File: src/rtl/layer_mixer.sv
// Pong pixel compositor: priority layer select + grid/background (stage 1),
// game-state screens with blink and play-entry fade (stage 2, output register).
module layer_mixer #(
    parameter int NUM_LAYERS  = 4,
    parameter int RGB_W       = 12,
    parameter int GRID_X      = 100,
    parameter int GRID_Y      = 100,
    parameter int BLINK_TICKS = 500,
    parameter int FADE_TICKS  = 64
) (
    input  logic                        clk,
    input  logic                        reset,
    input  logic [9:0]                  x,
    input  logic [9:0]                  y,
    input  logic                        video_on,
    input  logic                        clk_1ms,
    input  logic [NUM_LAYERS-1:0]       layer_on,
    input  logic [NUM_LAYERS*RGB_W-1:0] layer_rgb,
    input  logic [RGB_W-1:0]            bg_rgb,
    input  logic [RGB_W-1:0]            grid_rgb,
    input  logic [1:0]                  game_state,
    output logic [RGB_W-1:0]            rgb
);
    localparam int CH = RGB_W / 3;
    localparam int BW = (BLINK_TICKS > 1) ? $clog2(BLINK_TICKS) : 1;
    localparam int FW = (FADE_TICKS > 1) ? $clog2(FADE_TICKS) : 1;

    typedef enum logic {FADE, STEADY} fade_state_t;

    logic [RGB_W-1:0] sel_rgb_q, sel_rgb_d, l0_rgb_q, l1_rgb_q, rgb_q, rgb_d;
    logic             vid_q, grid_q, grid_d;
    logic [1:0]       gs_q;
    logic [BW-1:0]    blink_cnt_q, blink_cnt_d;
    logic             blink_on_q, blink_on_d;
    logic [FW-1:0]    fade_cnt_q, fade_cnt_d;
    logic [1:0]       fade_sh_q, fade_sh_d;
    fade_state_t      state_q, state_d;
    logic             gs_chg;

    // Stage 1: lowest-index hit wins, so scan downwards and let later hits override.
    always_comb begin
        grid_d    = (x == 10'(GRID_X)) || (y == 10'(GRID_Y));
        sel_rgb_d = grid_d ? grid_rgb : bg_rgb;
        for (int i = NUM_LAYERS - 1; i >= 0; i--) begin
            if (layer_on[i]) sel_rgb_d = layer_rgb[i*RGB_W +: RGB_W];
        end
    end

    assign gs_chg = (game_state != gs_q);

    // A state change restarts the blink phase and swallows any coincident strobe.
    always_comb begin
        blink_cnt_d = blink_cnt_q;
        blink_on_d  = blink_on_q;
        if (gs_chg) begin
            blink_cnt_d = '0;
            blink_on_d  = 1'b1;
        end else if (clk_1ms) begin
            if (blink_cnt_q == BW'(BLINK_TICKS - 1)) begin
                blink_cnt_d = '0;
                blink_on_d  = ~blink_on_q;
            end else begin
                blink_cnt_d = blink_cnt_q + 1'b1;
            end
        end
    end

    always_comb begin
        state_d    = state_q;
        fade_sh_d  = fade_sh_q;
        fade_cnt_d = fade_cnt_q;
        if (gs_chg) begin
            fade_cnt_d = '0;
            if (game_state == 2'b01) begin
                fade_sh_d = 2'd3;
                state_d   = FADE;
            end else begin
                fade_sh_d = 2'd0;
                state_d   = STEADY;
            end
        end else begin
            case (state_q)
                FADE: begin
                    if (clk_1ms) begin
                        if (fade_cnt_q == FW'(FADE_TICKS - 1)) begin
                            fade_cnt_d = '0;
                            fade_sh_d  = fade_sh_q - 2'd1;
                            if (fade_sh_q == 2'd1) state_d = STEADY;
                        end else begin
                            fade_cnt_d = fade_cnt_q + 1'b1;
                        end
                    end
                end
                default: ;
            endcase
        end
    end

    // Stage 2: screen selection by the game state aligned with this pixel.
    always_comb begin
        rgb_d = '0;
        if (vid_q) begin
            case (gs_q)
                2'b01: for (int c = 0; c < 3; c++)
                           rgb_d[c*CH +: CH] = sel_rgb_q[c*CH +: CH] >> fade_sh_q;
                2'b00: if (grid_q && blink_on_q) rgb_d = grid_rgb;
                2'b10: rgb_d = blink_on_q ? l0_rgb_q : bg_rgb;
                default: rgb_d = blink_on_q ? l1_rgb_q : bg_rgb;
            endcase
        end
    end

    always_ff @(posedge clk) begin
        if (reset) begin
            sel_rgb_q   <= '0;
            l0_rgb_q    <= '0;
            l1_rgb_q    <= '0;
            vid_q       <= 1'b0;
            grid_q      <= 1'b0;
            gs_q        <= 2'b00;
            blink_cnt_q <= '0;
            blink_on_q  <= 1'b1;
            fade_cnt_q  <= '0;
            fade_sh_q   <= 2'd0;
            state_q     <= STEADY;
            rgb_q       <= '0;
        end else begin
            sel_rgb_q   <= sel_rgb_d;
            l0_rgb_q    <= layer_rgb[0 +: RGB_W];
            l1_rgb_q    <= layer_rgb[RGB_W +: RGB_W];
            vid_q       <= video_on;
            grid_q      <= grid_d;
            gs_q        <= game_state;
            blink_cnt_q <= blink_cnt_d;
            blink_on_q  <= blink_on_d;
            fade_cnt_q  <= fade_cnt_d;
            fade_sh_q   <= fade_sh_d;
            state_q     <= state_d;
            rgb_q       <= rgb_d;
        end
    end

    assign rgb = rgb_q;
endmodule
File: config.mk
export PLATFORM = sky130hd
export DESIGN_NAME = layer_mixer
export DESIGN_NICKNAME = d
export VERILOG_FILES = /design/src/rtl/layer_mixer.sv
export SDC_FILE = /design/constraint.sdc
export NUM_CORES = 1
export LEC_CHECK = 0
export BUFFER_PORTS_ARGS = -buffer_cell sky130_fd_sc_hd__buf_4
export CORE_ASPECT_RATIO = 0.75
export CORE_MARGIN = 5
export CORE_UTILIZATION = 50
export CTS_BUF_LIST = sky130_fd_sc_hd__clkbuf_16
export DETAILED_ROUTE_END_ITERATION = 8
export GPL_TIMING_DRIVEN = 0
export PLACE_DENSITY = 0.77
export SKIP_CTS_REPAIR_TIMING = 1
export SLEW_MARGIN = 10
export SYNTH_ARGS = -nofsm -noshare
export SYNTH_HDL_FRONTEND = slang
export SYNTH_SLANG_ARGS = --single-unit
File: constraint.sdc
create_clock -name clk -period 3.8 [get_ports clk]
set_input_delay 0.57 -clock clk [delete_from_list [all_inputs] [get_ports clk]]
set_output_delay 0.57 -clock clk [all_outputs]
set_load 0.02 [all_outputs]
==> flow_metrics.py <==
metrics = {
    "synthesis": {
        "synth-edff-count": 0,
        "synthDistinctLibCells": 51,
        "synth_common_cells": "dfxtp_1 (71), nor2b_1 (54), nand2_1 (48)",
        "synth_top_area_cell": "dfxtp_1",
        "yosysWarnings": 0,
        "synthArstFlopShare_pct": 0,
        "synth_top_area_share_pct": 35.98,
        "synth_most_common_cell": "dfxtp_1",
        "synth_area_sq_mm": 0.003950,
        "synth_area_leaders": "dfxtp_1 (36%), nor2b_1 (8.6%), nand2_1 (4.6%)",
        "ys.flop_type": "dfxtp_1",
        "synth_fp_nets": 551,
        "ys_seq_area_share_pct": 35.98,
        "ys_ff_latch": 71,
        "synth.avg_cell_area_sq_um": 8.857,
        "netlist_instances": 446,
    },
    "clock_tree": {
        "cts_tree": "yes",
        "cts_htree_levels": 3,
        "clk_transition_reported_paths_ns": 0.06,
        "cts_buffer_depth": 2,
        "numCtsBuffers": 9,
        "numClockSinks": 71,
        "clock-root-buffer": "clkbuf_16",
        "clock_latency_ns": 0.33,
    },
    "grt": {
        "grt_max_degree": 13,
        "first_global_vias": 3784,
        "grt_pass1_wl_mm": 19.96,
        "track_usage_pct": 26.40,
        "gr-total-overflow": 0,
        "antenna_found_initial": 0,
    },
    "critical_path": {
        "worstReg2RegEnd": "rgb[6]",
        "worst-path-max-fanout": 10,
        "worstPathRequired_ns": 4.00,
        "startpoint": "blink_on_q",
        "critPathArrivalTime_ns": 2.02,
        "crit_type": "reg2reg",
        "worst_r2r_startpoint": "blink_on_q",
        "rr_worst_depth": 6,
        "reg2reg_slack_ns": 1.98,
        "worst_setup_path_start_kind": "register",
        "end_kind": "register",
    },
    "layout": {
        "nFillCells": 662,
        "antennaDiodeCount": 0,
        "fin_cells": 677,
        "fin_area_sq_mm": 0.005179,
        "multi_input_area_sq_mm": 0.002308,
        "area_growth_pct": 31.11,
        "layout-drive-gt1-share_pct": 30.24,
        "fin_nets": 673,
        "ff_latch_area_sq_mm": 0.001421,
        "post-route-util_pct": 66.59,
    },
    "min_path": {
        "min-delay-start": "video_on",
        "min_to": "vid_q",
        "hold_path.class": "in2reg",
        "holdPathStages": 2,
    },
    "floorplan": {
        "io_pins": 114,
        "core_sq_mm": 0.007777,
        "start_util_pct": 50.79,
        "rows": 28,
        "die-width_um": 112.6,
        "die-height_um": 86.98,
        "die-area_sq_mm": 0.009796,
    },
    "placed_design": {
        "port_buffers": 111,
        "dpl_cell_area_sq_mm": 0.004915,
        "dp_hpwl_mm": 10.54,
        "dp_cells": 662,
        "gp_congestion": 0.9746,
        "dp_slack_ns": 1.834,
    },
    "timing": {
        "fmax_mhz": 550.5,
        "setup_tns_ns": 0,
        "finClkSkew_ns": 0.005677,
        "setup_viol": 0,
        "min_period_ns": 1.816,
        "maxSlewViolCount": 0,
        "rsz0062_at_grt": "no",
        "maxSlewHeadroom_pct": 54.15,
        "whs_ns": 0.4513,
        "worst_slack_ns": 1.984,
        "tightest_slew_ns": 0.6877,
        "fin_crit_sh_pct": 47.80,
        "hold_viol_final": 0,
    },
    "pwr": {
        "p_leak_nw": 2.066,
        "p_per_area_mw_per_mm2": 359.0,
        "ir_worst_vdd_v": 0.0002503,
        "p_total_mw": 1.859,
    },
    "routing": {
        "via_per_inst": 5.858,
        "wl_met3_mm": 1.437,
        "dr_total_vias": 3966,
        "routed_wl_mm": 12.77,
        "routed.top_layer": "met4",
        "routedLengthMet1_mm": 5.898,
        "wl_per_cell_um": 18.87,
        "drt_first_pass_iters": 7,
        "drt_iter0_markers": 362,
        "ant_nets": 0,
        "wl_met2_mm": 5.210,
        "drcViolationCount": 0,
    },
    "run": {
        "cap_viol_max_count": 0,
    },
    "run_status": {
        "status": "complete, no violations",
    },
}
layout make-up:
cell class / instances / area share, %
clock buffer: 9 / 4.349
inverter: 8 / 0.5798
tap: 105 / 2.537
timing repair buffer: 111 / 16.09
buffer: 34 / 3.672
multi-input combinational: 333 / 44.58
clock inverter: 6 / 0.7490
sequential: 71 / 27.45
critical path, stage by stage, from the launching register on:
cell and delay, ns:
dfxtp_1 0.35, buf_2 0.25, buf_2 0.26, buf_2 0.30, o21ai_0 0.13, a222oi_1 0.31
nor3_1 0.09
worst max-delay path by stage:
| stage | to | depth (start not counted) | slack [ns] |
|---|---|---|---|
| 3_5_place_dp | sel_rgb_q[3] | 6 | 1.83 |
| 3_3_place_gp | sel_rgb_q[3] | 6 | 1.84 |
| 6_report | rgb[6] | 6 | 1.98 |
| 4_1_cts | rgb[6] | 6 | 2.06 |
| 5_1_grt | rgb[2] | 6 | 1.91 |
| 2_1_floorplan | fade_sh_q[1] | 6 | 2.19 |
flip-flops by register name (all words and copies together), names as in the netlist, 2 cells and up:
register	count
l0_rgb_q	12
fade_cnt_q	6
gs_q	2
fade_sh_q	2
blink_cnt_q	9
sel_rgb_q	12
rgb	12
l1_rgb_q	12
cells by family after synthesis:
group           Yosys count  share of synthesized area, %
compound gates           96                         20.30
xor+xnor                 15                         3.516
fa+ha+maj                 3                        0.9504
buf+inv                  42                         5.575
flops                    71                         35.98
mux                      16                         4.340
simple gates            203                         29.33
power by group:
group,internal [mW],total [mW],switching [mW]
Sequential,0.779,0.802,0.0223
Clock,0.434,0.738,0.304
Combinational,0.159,0.320,0.160
Total,1.37,1.86,0.487
layout by cell type (no fill, tap or decap), types with 9 or more instances in the layout:
cell         n
a221o_1     12
xor2_1       9
nor3b_1     13
clkbuf_16    9
a21oi_1     22
mux2_2       9
o2111ai_1   12
nand2_1     48
nor2b_1     54
nand4_1     19
nor2_1      18
clkbuf_1    13
o21ai_0      9
dfxtp_1     71
nand3_1     13
buf_4      114
buf_2       11
metal layers:
layer,track usage (%),up-vias
li1,-,1895
met4,9.170,0
met2,37.69,216
met3,7.361,23
met1,38.09,1832
met5,0,-
Power figures use the tool's default switching activity.
